## src/rtl/lb_pkg.sv

```systemverilog
// Shared encodings for the keyboard decoder: directions, PS/2 set-2 codes, prefix states.
// No logic of its own; key indices give each mapped key a fixed bit in the held-flag vector.
// Helpers are pure combinational functions used by the decoder and the direction registers.
package lb_pkg;

    typedef enum logic [1:0] {
        DIR_UP    = 2'd0,
        DIR_DOWN  = 2'd1,
        DIR_LEFT  = 2'd2,
        DIR_RIGHT = 2'd3
    } dir_e;

    typedef enum logic [1:0] {
        ST_IDLE    = 2'd0,
        ST_EXT     = 2'd1,
        ST_BRK     = 2'd2,
        ST_EXT_BRK = 2'd3
    } pfx_state_e;

    localparam logic [7:0] SC_EXT      = 8'hE0;
    localparam logic [7:0] SC_BRK      = 8'hF0;
    localparam logic [7:0] SC_W        = 8'h1D;
    localparam logic [7:0] SC_S        = 8'h1B;
    localparam logic [7:0] SC_A        = 8'h1C;
    localparam logic [7:0] SC_D        = 8'h23;
    localparam logic [7:0] SC_SPACE    = 8'h29;
    localparam logic [7:0] SC_ESC      = 8'h76;
    localparam logic [7:0] SC_ARR_UP   = 8'h75;
    localparam logic [7:0] SC_ARR_DOWN = 8'h72;
    localparam logic [7:0] SC_ARR_LEFT = 8'h6B;
    localparam logic [7:0] SC_ARR_RGHT = 8'h74;

    localparam int NUM_KEYS     = 10;
    localparam int KEY_W        = 0;
    localparam int KEY_S        = 1;
    localparam int KEY_A        = 2;
    localparam int KEY_D        = 3;
    localparam int KEY_SPACE    = 4;
    localparam int KEY_ESC      = 5;
    localparam int KEY_P2_UP    = 6;
    localparam int KEY_P2_DOWN  = 7;
    localparam int KEY_P2_LEFT  = 8;
    localparam int KEY_P2_RIGHT = 9;

    // One-hot key for a non-prefix byte; the extended flag selects the arrow-key page.
    function automatic logic [NUM_KEYS-1:0] key_onehot(input logic ext, input logic [7:0] code);
        logic [NUM_KEYS-1:0] oh;
        oh = '0;
        if (!ext) begin
            case (code)
                SC_W:     oh[KEY_W]     = 1'b1;
                SC_S:     oh[KEY_S]     = 1'b1;
                SC_A:     oh[KEY_A]     = 1'b1;
                SC_D:     oh[KEY_D]     = 1'b1;
                SC_SPACE: oh[KEY_SPACE] = 1'b1;
                SC_ESC:   oh[KEY_ESC]   = 1'b1;
                default:  oh = '0;
            endcase
        end else begin
            case (code)
                SC_ARR_UP:   oh[KEY_P2_UP]    = 1'b1;
                SC_ARR_DOWN: oh[KEY_P2_DOWN]  = 1'b1;
                SC_ARR_LEFT: oh[KEY_P2_LEFT]  = 1'b1;
                SC_ARR_RGHT: oh[KEY_P2_RIGHT] = 1'b1;
                default:     oh = '0;
            endcase
        end
        return oh;
    endfunction

    // Direction from a one-hot {RIGHT, LEFT, DOWN, UP} group of key bits.
    function automatic logic [1:0] dir_of_onehot(input logic [3:0] oh);
        return {oh[2] | oh[3], oh[1] | oh[3]};
    endfunction

    // UP/DOWN and LEFT/RIGHT share the upper bit and differ in the lower one.
    function automatic logic is_opposite(input logic [1:0] a, input logic [1:0] b);
        return (a[1] == b[1]) && (a[0] != b[0]);
    endfunction

endpackage

```

## src/rtl/lb_dir_reg.sv

```systemverilog
// Per-player direction register: holds one pending request, commits it on tick unless it reverses.
// Latency: committed direction changes one clock after the tick edge.
// No backpressure: a newer request simply overwrites the pending one.
module lb_dir_reg
    import lb_pkg::*;
#(
    parameter logic [1:0] INIT_DIR = 2'd3
) (
    input  logic       clk,
    input  logic       reset_n,
    input  logic       tick,
    input  logic       round_init,
    input  logic       req_vld,
    input  logic [1:0] req_dir,
    output logic [1:0] dir
);

    logic [1:0] pend_dir_q;
    logic       pend_vld_q;
    logic [1:0] dir_d;
    logic [1:0] pend_dir_d;
    logic       pend_vld_d;

    // A request in the same cycle as tick/round_init lands after them and waits for the next tick.
    always_comb begin
        dir_d      = dir;
        pend_dir_d = pend_dir_q;
        pend_vld_d = pend_vld_q;
        if (round_init) begin
            dir_d      = INIT_DIR;
            pend_vld_d = 1'b0;
        end else if (tick) begin
            if (pend_vld_q && !is_opposite(pend_dir_q, dir)) begin
                dir_d = pend_dir_q;
            end
            pend_vld_d = 1'b0;
        end
        if (req_vld) begin
            pend_dir_d = req_dir;
            pend_vld_d = 1'b1;
        end
    end

    always_ff @(posedge clk or negedge reset_n) begin
        if (!reset_n) begin
            dir        <= INIT_DIR;
            pend_dir_q <= INIT_DIR;
            pend_vld_q <= 1'b0;
        end else begin
            dir        <= dir_d;
            pend_dir_q <= pend_dir_d;
            pend_vld_q <= pend_vld_d;
        end
    end

endmodule

```

## src/rtl/lb_key_decoder.sv

```systemverilog
// PS/2 set-2 keyboard decoder for a two-player game: prefix FSM, autorepeat filter, direction requests.
// Latency: pulses and last_code one clock after scan_ready; directions one clock after tick.
// No backpressure: every scan_ready byte is consumed in its own cycle.
module lb_key_decoder
    import lb_pkg::*;
#(
    parameter logic [1:0] P1_INIT_DIR = 2'd3,
    parameter logic [1:0] P2_INIT_DIR = 2'd2
) (
    input  logic       clk,
    input  logic       reset_n,
    input  logic       scan_ready,
    input  logic [7:0] scan_code,
    input  logic       tick,
    input  logic       round_init,
    output logic [1:0] p1_dir,
    output logic [1:0] p2_dir,
    output logic       start_pulse,
    output logic       abort_pulse,
    output logic [7:0] last_code
);

    pfx_state_e          state_q;
    pfx_state_e          state_d;
    logic [NUM_KEYS-1:0] held_q;
    logic [NUM_KEYS-1:0] held_d;
    logic [NUM_KEYS-1:0] make_new;
    logic [NUM_KEYS-1:0] key_oh;
    logic                dec_vld;
    logic                dec_ext;
    logic                dec_brk;
    logic                p1_req_vld;
    logic [1:0]          p1_req_dir;
    logic                p2_req_vld;
    logic [1:0]          p2_req_dir;

    always_comb begin
        state_d = state_q;
        dec_vld = 1'b0;
        dec_ext = 1'b0;
        dec_brk = 1'b0;
        if (scan_ready) begin
            case (state_q)
                ST_IDLE: begin
                    if (scan_code == SC_EXT) begin
                        state_d = ST_EXT;
                    end else if (scan_code == SC_BRK) begin
                        state_d = ST_BRK;
                    end else begin
                        dec_vld = 1'b1;
                    end
                end
                ST_EXT: begin
                    if (scan_code == SC_EXT) begin
                        state_d = ST_EXT;
                    end else if (scan_code == SC_BRK) begin
                        state_d = ST_EXT_BRK;
                    end else begin
                        dec_vld = 1'b1;
                        dec_ext = 1'b1;
                    end
                end
                ST_BRK: begin
                    dec_vld = 1'b1;
                    dec_brk = 1'b1;
                end
                ST_EXT_BRK: begin
                    dec_vld = 1'b1;
                    dec_ext = 1'b1;
                    dec_brk = 1'b1;
                end
                default: state_d = ST_IDLE;
            endcase
            if (dec_vld) begin
                state_d = ST_IDLE;
            end
        end
    end

    // Held flags filter typematic repeats: only the first make after a break acts.
    always_comb begin
        held_d   = held_q;
        make_new = '0;
        key_oh   = key_onehot(dec_ext, scan_code);
        if (dec_vld) begin
            if (dec_brk) begin
                held_d = held_q & ~key_oh;
            end else begin
                make_new = key_oh & ~held_q;
                held_d   = held_q | key_oh;
            end
        end
    end

    assign p1_req_vld = |make_new[KEY_D:KEY_W];
    assign p1_req_dir = dir_of_onehot(make_new[KEY_D:KEY_W]);
    assign p2_req_vld = |make_new[KEY_P2_RIGHT:KEY_P2_UP];
    assign p2_req_dir = dir_of_onehot(make_new[KEY_P2_RIGHT:KEY_P2_UP]);

    always_ff @(posedge clk or negedge reset_n) begin
        if (!reset_n) begin
            state_q     <= ST_IDLE;
            held_q      <= '0;
            start_pulse <= 1'b0;
            abort_pulse <= 1'b0;
            last_code   <= 8'h00;
        end else begin
            state_q     <= state_d;
            held_q      <= held_d;
            start_pulse <= make_new[KEY_SPACE];
            abort_pulse <= make_new[KEY_ESC];
            if (scan_ready && scan_code != SC_EXT && scan_code != SC_BRK) begin
                last_code <= scan_code;
            end
        end
    end

    lb_dir_reg #(
        .INIT_DIR (P1_INIT_DIR)
    ) u_p1_dir (
        .clk        (clk),
        .reset_n    (reset_n),
        .tick       (tick),
        .round_init (round_init),
        .req_vld    (p1_req_vld),
        .req_dir    (p1_req_dir),
        .dir        (p1_dir)
    );

    lb_dir_reg #(
        .INIT_DIR (P2_INIT_DIR)
    ) u_p2_dir (
        .clk        (clk),
        .reset_n    (reset_n),
        .tick       (tick),
        .round_init (round_init),
        .req_vld    (p2_req_vld),
        .req_dir    (p2_req_dir),
        .dir        (p2_dir)
    );

endmodule

```

## config.mk

```make
export PLATFORM = sky130hd
export DESIGN_NAME = lb_key_decoder
export DESIGN_NICKNAME = d
export VERILOG_FILES = /design/src/rtl/lb_pkg.sv /design/src/rtl/lb_dir_reg.sv /design/src/rtl/lb_key_decoder.sv
export SDC_FILE = /design/constraint.sdc
export NUM_CORES = 1
export LEC_CHECK = 0
export BUFFER_PORTS_ARGS = -buffer_cell sky130_fd_sc_hd__clkbuf_2
export CORE_MARGIN = 1
export CORE_UTILIZATION = 25
export DETAILED_ROUTE_END_ITERATION = 8
export MAX_ROUTING_LAYER = met4
export PLACE_DENSITY = 0.45
export SLEW_MARGIN = 10
export SYNTH_ARGS = -nofsm -noshare
export SYNTH_HDL_FRONTEND = slang
export SYNTH_SLANG_ARGS = --single-unit
```

## constraint.sdc

```tcl
create_clock -name clk -period 3.3 [get_ports clk]
set_clock_uncertainty 0.1 [all_clocks]
set_input_delay 0.33 -clock clk [delete_from_list [all_inputs] [get_ports clk]]
set_output_delay 0.33 -clock clk [all_outputs]
set_load 0.005 [all_outputs]
```

Yosys cells after proc, flatten, opt, wreduce, memory -nomap -nowiden
Index checks and enable logic that the tools add are counted.
{"block": "classes", "reduce_logical": 22, "muxes": 39, "bitwise_logic": 9, "n_eq_ne": 23}
{"operator": "== test 8 x 7 -> 1 bit, second input constant", "n": 5}
{"operator": "two-way mux 10 bit", "n": 4}
{"operator": "== test 8 x 5 -> 1 bit, second input constant", "n": 3}
{"operator": "two-way mux 2 bit", "n": 11}
{"operator": "two-way mux 1 bit", "n": 21}
{"operator": "bitwise AND 10 bit", "n": 2}
{"operator": "inverter 10 bit", "n": 2}
{"operator": "== test 8 x 6 -> 1 bit, second input constant", "n": 2}
{"operator": "== test 8 bit, second input constant", "n": 2}
{"operator": "!= test 8 bit, second input constant", "n": 2}
{"operator": "OR 10 bit", "n": 1}
{"operator": "nonzero test 3 bit", "n": 3}
{"operator": "!= test 4 bit, second input constant", "n": 2}
{"operator": "OR reduction 4 bit", "n": 2}
{"operator": "logical AND 1 bit", "n": 6}
{"operator": "nonzero test 2 bit", "n": 3}
{"operator": "== test 2 bit, second input constant", "n": 2}
{"operator": "OR 1 bit", "n": 4}
{"operator": "case mux 1 bit (2 select lines)", "n": 2}
{"operator": "case mux 2 bit (2 select lines)", "n": 1}
{"operator": "AND reduction 2 bit", "n": 2}
{"operator": "AND reduction 4 bit", "n": 1}
{"operator": "OR reduction 2 bit", "n": 2}
{"operator": "== test 1 bit", "n": 2}
{"operator": "other kinds (4)", "n": 6}
{"block": "totals", "register_bits": 32, "in_bits": 13, "wordCells": 104}

Depth between registers and ports, before layout
Gate-level depths: netlist of run 1.
{"block": "logic_depth", "ltp_word": 11, "mapped_depth": 6, "depth_no_buf": 4}

By module
A second synthesis of run 1 with hierarchy kept.
{"block": "unflattened", "hier_cells": 152, "area_unflattened_um2": 1645.3}
{"module": "lb_key_decoder", "instances": 1, "area_each_um2": 1208.7, "cells_each": 118, "seq_area_each_um2": 550.5}
{"module": "lb_dir_reg at u_p2_dir", "instances": 1, "area_each_um2": 221.5, "cells_each": 18, "seq_area_each_um2": 127.6}
{"module": "lb_dir_reg at u_p1_dir", "instances": 1, "area_each_um2": 215.2, "cells_each": 16, "seq_area_each_um2": 130.1}

Least setup slack after synthesis of run 1
Ideal clock, no wire load.
{"block": "synth_timing", "kind": "input -> register", "start": "input port scan_code[0]", "end": "register last_code[1]", "arrival_time_ps": 1660, "path_slack_ps": 1416, "cell_stages": 5, "path_cell_list": "clkbuf_1 > or2_1 > or3_1 > nand2_1 > mux2_2"}
{"block": "synth_via", "elab_chain_len": 3, "word_cells_on_any_way": 4, "classes_between": "eq/ne: 2; reduce/logical: 2"}
{"item": "start, declared", "line": "lb_key_decoder.sv:13", "rtl": "input logic [7:0] scan_code,"}
{"item": "!= test 8 bit", "line": "lb_key_decoder.sv:112", "rtl": "if (scan_ready && scan_code != SC_EXT && scan_code != SC_BRK) begin"}
{"item": "logical AND 1 bit", "line": "lb_key_decoder.sv:112"}
{"item": "logical AND 1 bit (*)", "line": "lb_key_decoder.sv:112"}
{"item": "end signal, assigned", "line": "lb_key_decoder.sv:113", "rtl": "last_code <= scan_code;"}
{"item": "end, declared", "line": "lb_key_decoder.sv:20", "rtl": "output logic [7:0] last_code"}
Every way passes the cells marked *; elsewhere a longest branch is shown, timed or not.
A chain may end at the register's enable or synchronous reset.

Worst setup path in the final report of run 1
{"block": "layout_timing", "start": "register state_q[1]", "end": "register u_p2_dir.pend_dir_q[1]"}
{"block": "layout_via", "elab_chain_len": 8, "word_cells_on_any_way": 19, "classes_between": "eq/ne: 3; mux: 10; bitwise: 2; reduce/logical: 4"}
{"item": "start, declared", "line": "lb_key_decoder.sv:23", "rtl": "pfx_state_e state_q;"}
{"item": "start signal, assigned", "line": "lb_key_decoder.sv:108", "rtl": "state_q <= state_d;"}
{"item": "== test 2 bit / == test 2 x 1 -> 1 bit (equally long branches)", "line": "lb_key_decoder.sv:43", "rtl": "case (state_q)"}
{"item": "case mux 1 bit (2 select lines)", "line": "lb_key_decoder.sv:43"}
{"item": "two-way mux 1 bit", "line": "lb_key_decoder.sv:42", "rtl": "if (scan_ready) begin"}
{"item": "two-way mux 10 bit", "line": "lb_pkg.sv:49", "rtl": "if (!ext) begin"}
{"item": "bitwise AND 10 bit", "line": "lb_key_decoder.sv:89", "rtl": "make_new = key_oh & ~held_q;"}
{"item": "two-way mux 10 bit", "line": "lb_key_decoder.sv:86", "rtl": "if (dec_brk) begin"}
{"item": "two-way mux 10 bit (*)", "line": "lb_key_decoder.sv:85", "rtl": "if (dec_vld) begin"}
{"item": "OR reduction 4 bit / OR 1 bit (equally long branches)", "line": "lb_key_decoder.sv:97, lb_pkg.sv:73"}
{"item": "end signal, assigned", "line": "lb_dir_reg.sv:51", "rtl": "pend_dir_q <= pend_dir_d;"}
{"item": "end, declared", "line": "lb_dir_reg.sv:18", "rtl": "logic [1:0] pend_dir_q;"}
Every way passes the cells marked *; elsewhere a longest branch is shown, timed or not. The select of a mux whose other input is x is not followed.

==> results.md, run 1 <==
- Status: finished clean
- Post-layout util: 0.304
- Net Sw Frac: 0.244
- Die X-Extent: 82.6 um
- Worst slew margin: 0.454
- Total die area: 0.00682 mm2
- Setup_tns: 0 ns
- Max Cap Violations: 0
- Comb power frac: 0.107
- GPL Wtd Cong: 0.756
- PortBufs: 26
- CP endpoint kind: flop
- Clock Latency Late Sink: 0.28 ns
- Clock transition at the registers of the reported paths: 0.06 ns
- Post-place setup slack: 1.24 ns
- Per-cell routed wire length: 14.1 um
- Core area: 0.00631 mm2
- DP HPWL: 2.58 mm
- Startpoint types: flop
- DR iter-0 viols: 42
- Power Density: 432 mW/mm2
- Root Driver: clkbuf_8
- Clock share of power: 0.373
- Leak: 0.834 nW
- Total Power: 0.000829 W
- Largest cells by area after synthesis: dfrtp_1 (40%), dfstp_2 (9.7%), mux2_2 (5.5%)
- CTS resizes: 0
- H-tree depth: 2
- Sequential Power Share: 0.520
- Req. time, crit path: 3.41 ns
- Total Wirelength: 3.64 mm
- Fin crit share: 0.627
- RSZ-0062 raised after global routing: no
- Final WS setup: 1.23 ns
- Vias per std cell: 4.99
- Commonest cells after routing, fill and taps aside: dfrtp_1 (26), clkbuf_2 (26), nand2_1 (13)
- DRC errors left: 0
- I/O pin total: 27
- Detail Route Antenna Nets: 0
- Clk sink count: 32
- GRT Total Usage: 0.127
- P_sw: 0.000202 W
- Final setup viols: 0
- Critical Path AT: 2.18 ns
- Least-Margin Pin Slew: 0.820 ns
- Cells after Synth: 153
- Number of synthesized flops with an enable pin: 0
- Hold_buf cts: 0
- Fin. max-slew vios: 0
- R2r startpoint: state_q[1]$_DFFE_PN0P_
- Worst min path class: primary input to async pin
- Layout cells sized above 1: 0.293
- Vias: 1288
- Die Height: 82.6 um
- Pre-Repair DR Iteration Count: 4
- Post-CTS Setup Repair Bufs: 0
- Max IR drop VDD: 193 uV
- First-pass GRT wire length: 6.15 mm
- Largest net degree at the start of global routing: 33
- Num rows: 29
- Syn Nets: 166
- Num CTS Buffers: 5
- Max frequency: 484 MHz
- Post-synthesis cell type count: 46
- Minimum clock period: 2.07 ns
- Number of global-route vias before repair: 1267
- Fin. Hold Viols: 0
- Antenna violations before repair: 0
- Top-area cell type share of the netlist area: 0.401
- Critical path class: flop to flop
- GRT Residual Overflow: 0
- CTS tree: done
- Hold WS: 0.0361 ns
- Syn Area/Cell: 10.6 um2
- Seq/Total Area, Yosys: 0.498
- Synth Register Bits: 32
- Nets@finish: 193
- Area Overhead vs Synth: 18.0%
- Synth warn: 0
- Starting Density: 0.257
- Diodes inserted: 0
- Internal: 0.000627 W
- Filler cell count: 678
- Post-synthesis async set-or-reset flop share: 1.00
- Synth area leader: dfrtp_1
- Top_reg_cell synth: dfrtp_1
- Launch point of the worst path: state_q[1]$_DFFE_PN0P_
- Synth Cell Area: 0.00162 mm2
- Critical path peak fanout: 11
- Clock Path Buffers: 2
[through the flow]
stage	instances	area, um2
after global placement	250	1830
after CTS	258	1920
after global routing	258	1920
final	258	1920
after floorplan	153	1620
after detailed placement	250	1830
[cell type report]
cell class              count  area (um2)  area share
clock buffers               8        90.1      0.0470
inverters                   3        11.3     0.00587
flip-flops and latches     32         808       0.422
well taps                  77        96.3      0.0503
multi-input cells         112         781       0.407
repair buffers             26         130      0.0679
[cells in the mapped netlist, types with 2 or more instances]
library cell,number
nand3_1,6
inv_1,3
or2_1,2
or4bb_1,2
nand2b_1,6
nand4b_1,2
nor2_1,10
dfrtp_1,26
and2_1,2
mux2_1,3
nor3_1,6
a21oi_1,6
nand2_1,13
o21ai_0,2
or4_1,2
mux2_2,8
or3_1,2
a311o_1,2
or4b_4,2
o21ai_1,2
nand4bb_1,2
a21boi_0,2
dfstp_2,6
mux2i_1,2
nor4_1,3
nand4_1,2
nand3b_1,5
clkbuf_1,5
xor2_1,2
[path summary, 6_finish.rpt]
kind	slack (ns)	end	cells past startpoint
hold / removal	0.04	u_p1_dir.pend_vld_q$_DFFE_PN0P_	1
setup reg to reg	1.23	u_p2_dir.pend_dir_q[1]$_DFFE_PN1P_	4
setup / recovery	1.23	u_p2_dir.pend_dir_q[1]$_DFFE_PN1P_	4
max in group asynchronous	2.55	async pin	1
min in group clk	0.17	u_p2_dir.dir[0]$_DFFE_PN0P_	2
hold reg to reg	0.33	start_pulse$_DFF_PN0_	1
[power groups by stage]
stage / Sequential (W) / Combinational, W / Clock, W
finish: 0.000431 / 0.0000886 / 0.000309
global route: 0.000434 / 0.000100 / 0.000337
CTS: 0.000431 / 0.0000899 / 0.000317
detailed placement: 0.000438 / 0.0000897 / 0
global placement: 0.000438 / 0.0000896 / 0
floorplan: 0.000436 / 0.0000485 / 0
[per-layer routing]
| layer | wire (um) | GRT usage | part of all wire | up-vias |
|---|---|---|---|---|
| met3 | 166 | 0.0297 | 0.046 | 5 |
| met5 | 0 | - | 0 | - |
| met2 | 1510 | 0.188 | 0.41 | 35 |
| met4 | 36 | 0.0414 | 0.0099 | 0 |
| met1 | 1930 | 0.169 | 0.53 | 631 |
| li1 | - | - | - | 617 |
[worst max-delay path, stage by stage, from the launching register on]
cell and delay (ns):
dfrtp_1 0.51, or4bb_1 0.53, nor4_1 0.45, nor3b_1 0.12, a211o_1 0.28
[cells by family after synthesis]
kind of cell           share of synthesized area
AND/OR/NAND/NOR                            0.282
XOR/XNOR                                  0.0108
AO/OA/AOI/OAI                             0.0994
multiplexers                              0.0886
buffers and inverters                     0.0216
flip-flops                                 0.498
(Power assumes the default switching activity.)
==> inputs of run 2 (changes only) <==
--- a/config.mk
+++ b/config.mk
@@ -10,7 +10,7 @@
 export CORE_UTILIZATION = 25
 export DETAILED_ROUTE_END_ITERATION = 8
 export MAX_ROUTING_LAYER = met4
-export PLACE_DENSITY = 0.45
+export PLACE_DENSITY = 0.46
 export SLEW_MARGIN = 10
 export SYNTH_ARGS = -nofsm -noshare
 export SYNTH_HDL_FRONTEND = slang
==> constraint.sdc (replaced) <==
create_clock -name clk -period 1.68 [get_ports clk]
set_clock_uncertainty 0.1 [all_clocks]
set_input_delay 0.168 -clock clk [delete_from_list [all_inputs] [get_ports clk]]
set_output_delay 0.168 -clock clk [all_outputs]
set_load 0.005 [all_outputs]
==> run 2 against run 1 <==
The run now ends with setup timing left. Routed wire length grew 11%. Global-route usage grew 1.1 points. First-iteration DRC count shrank 29%. Combinational power grew to 2.6 times the previous value. Largest power group unchanged.
==> results.md, run 2 (same netlist as run 1, synthesis figures left out) <==
- Clk sink count: 32 (unchanged)
- Least-Margin Pin Slew: 0.420 ns (-0.399 ns)
- Hold Crit Start: round_init
- GRT Residual Overflow: 0 (unchanged)
- Final WS setup: -0.136 ns (-1.37 ns)
- Placed Instances: 277 (+11%)
- M1 WL: 1.99 mm (+3.3%)
- Clock Latency Late Sink: 0.28 ns (about the same)
- Commonest non-fill, non-tap cell in the layout: buf_4
- PortBufs: 26 (unchanged)
- Vias per std cell: 4.70 (-5.8%)
- Total Wirelength: 4.05 mm (+11%)
- H-tree depth: 2 (unchanged)
- R2r startpoint: state_q[0]$_DFFE_PN0P_
- Nets@finish: 223 (+16%)
- Worst min path class: primary input to flop
- CTS tree: done
- Area Overhead vs Synth: 37.7%
- Antenna violations before repair: 0 (unchanged)
- RSZ-0062 raised after global routing: yes
- Die Height: 82.6 um (unchanged)
- Fin. max-slew vios: 0 (unchanged)
- Hold WS: 0.00386 ns (-0.0322 ns)
- Num rows: 29 (unchanged)
- DR iter-0 viols: 30 (-29%)
- Hold Path Depth: 2
- Routed met2 length: 1.83 mm (+21%)
- GPL Wtd Cong: 0.744 (-1.6%)
- Setup_tns: -0.411 ns (-0.411 ns)
- Status: complete, but fails checks
- Final setup viols: 7 (+7)
- Leak: 1.04 nW (+24%)
- Largest net degree at the start of global routing: 33 (unchanged)
- FF+latch area: 810 um2 (+0.15%)
- Clock Path Buffers: 2 (unchanged)
- Num CTS Buffers: 5 (unchanged)
- Starting Density: 0.257 (unchanged)
- Max IR drop VDD: 350 uV (+81%)
- Area of the multi-input gates: 868 um2 (+11%)
- Top sig layer: met4
- Clock transition at the registers of the reported paths: 0.07 ns (about the same)
- Fin crit share: 1.08 (+0.455)
- Critical Path AT: 1.93 ns (-0.25 ns)
- Per-cell routed wire length: 14.1 um (-0.30%)
- R2R setup slack: -0.14 ns (-1.37 ns)
- Total Power: 0.00169 W (+100%)
- Failing checks: setup timing
- Number of global-route vias before repair: 1338 (+5.6%)
- Total die area: 0.00682 mm2 (unchanged)
- CP endpoint kind: flop
- I/O pin total: 27 (unchanged)
- Reg2Reg Depth: 3 (-1)
- Commonest cells after routing, fill and taps aside: buf_4 (29), clkbuf_2 (26), dfrtp_1 (25)
- Power Density: 758 mW/mm2 (+75%)
- Vias: 1355 (+5.2%)
- Filler cell count: 658 (-2.9%)
- GRT Total Usage: 0.138 (+0.0113)
- Layout cells sized above 1: 0.450 (+0.157)
- Worst r2r dst: u_p1_dir.pend_dir_q[0]$_DFFE_PN1P_
- Startpoint types: flop
- Worst slew margin: 0.720 (+0.266)
- Core area: 0.00631 mm2 (unchanged)
- Fin. Hold Viols: 0 (unchanged)
- Critical path class: flop to flop
- Max Cap Violations: 0 (unchanged)
- Finished Layout Cells: 288 (+12%)
- Critical path peak fanout: 4 (-7)
- Root Driver: clkbuf_8
- Max frequency: 551 MHz (+14%)
- Detail Route Antenna Nets: 0 (unchanged)
- Diodes inserted: 0 (unchanged)
- DRC errors left: 0 (unchanged)
- Die X-Extent: 82.6 um (unchanged)
- DP HPWL: 2.99 mm (+16%)
- Minimum clock period: 1.82 ns (-0.252 ns)
- DR WL met3: 180 um (+8.4%)
- First-pass GRT wire length: 6.67 mm (+8.3%)
- Pre-Repair DR Iteration Count: 4 (unchanged)
- Req. time, crit path: 1.79 ns (-1.62 ns)
- Worst Hold End: u_p2_dir.dir[0]$_DFFE_PN0P_
==> run 2: cell types whose count changed in the layout (fill, tap and decap cells not counted), moves of 2 or more <==
cell / delta
clkinv_2: +2
clkbuf_1: -2
nor3_1: -3
or4_4: +2
nor3_4: +2
nor4_4: +3
or4_1: -2
buf_4: +29
nor4_1: -2
==> run 2: worst max-delay path by stage <==
stage | from | endpoint | slack [ns] | depth (start not counted)
after global routing | state_q[0]$_DFFE_PN0P_ | u_p1_dir.pend_dir_q[0]$_DFFE_PN1P_ | -0.17 | 3
final | state_q[0]$_DFFE_PN0P_ | u_p1_dir.pend_dir_q[0]$_DFFE_PN1P_ | -0.14 | 3
after global placement | state_q[0]$_DFFE_PN0P_ | u_p1_dir.pend_dir_q[0]$_DFFE_PN1P_ | -0.14 | 3
after floorplan | state_q[0]$_DFFE_PN0P_ | u_p1_dir.pend_dir_q[0]$_DFFE_PN1P_ | -0.14 | 3
after detailed placement | state_q[0]$_DFFE_PN0P_ | u_p1_dir.pend_dir_q[0]$_DFFE_PN1P_ | -0.15 | 3
after CTS | state_q[0]$_DFFE_PN0P_ | u_p1_dir.pend_dir_q[0]$_DFFE_PN1P_ | -0.13 | 3
==> run 2: worst max-delay path: stages, from the launching register on <==
cell and delay (ns):
dfrtp_1 0.40, or4b_4 0.53, or4b_4 0.52, a31o_1 0.19
==> run 2: per-stage QoR <==
step | setup slack [ns] | cell area, um2 | util
4_1_cts | -0.133 | 2170 | 0.343
6_report | -0.136 | 2240 | 0.354
2_1_floorplan | -0.137 | 1640 | -
5_1_grt | -0.173 | 2240 | 0.354
3_3_place_gp | -0.140 | 2040 | 0.324
3_5_place_dp | -0.147 | 2040 | 0.324
==> run 2: final cells by class <==
| cell class | count | area share |
|---|---|---|
| Multi-Input combinational cell | 112 | 0.388 |
| Timing Repair Buffer | 56 | 0.160 |
| Sequential cell | 32 | 0.362 |
| Inverter | 3 | 0.00504 |
| Clock inverter | 2 | 0.00448 |
| Clock buffer | 6 | 0.0369 |
| Tap cell | 77 | 0.0431 |
==> run 2: report_power, final <==
group / internal (W) / switching [W] / leakage [nW]
Clock: 0.000327 / 0.000290 / 0.0510
Sequential: 0.000820 / 0.0000258 / 0.403
Combinational: 0.000113 / 0.000119 / 0.584
==> run 2: timing repair <==
item | in CTS | in global routing
hold buffers | 1 | 0
setup buffers | 1 | 1
pin swaps | 3 | 4
setup endpoints to repair | 8 | 13
endpoints found under the hold margin | 26 | 0
gates resized for setup | 3 | 11
==> run 2: metal layers <==
layer,GRT usage,vias up
met5,-,-
met4,0.0414,0
met3,0.0330,6
met2,0.209,38
met1,0.182,638
li1,-,673
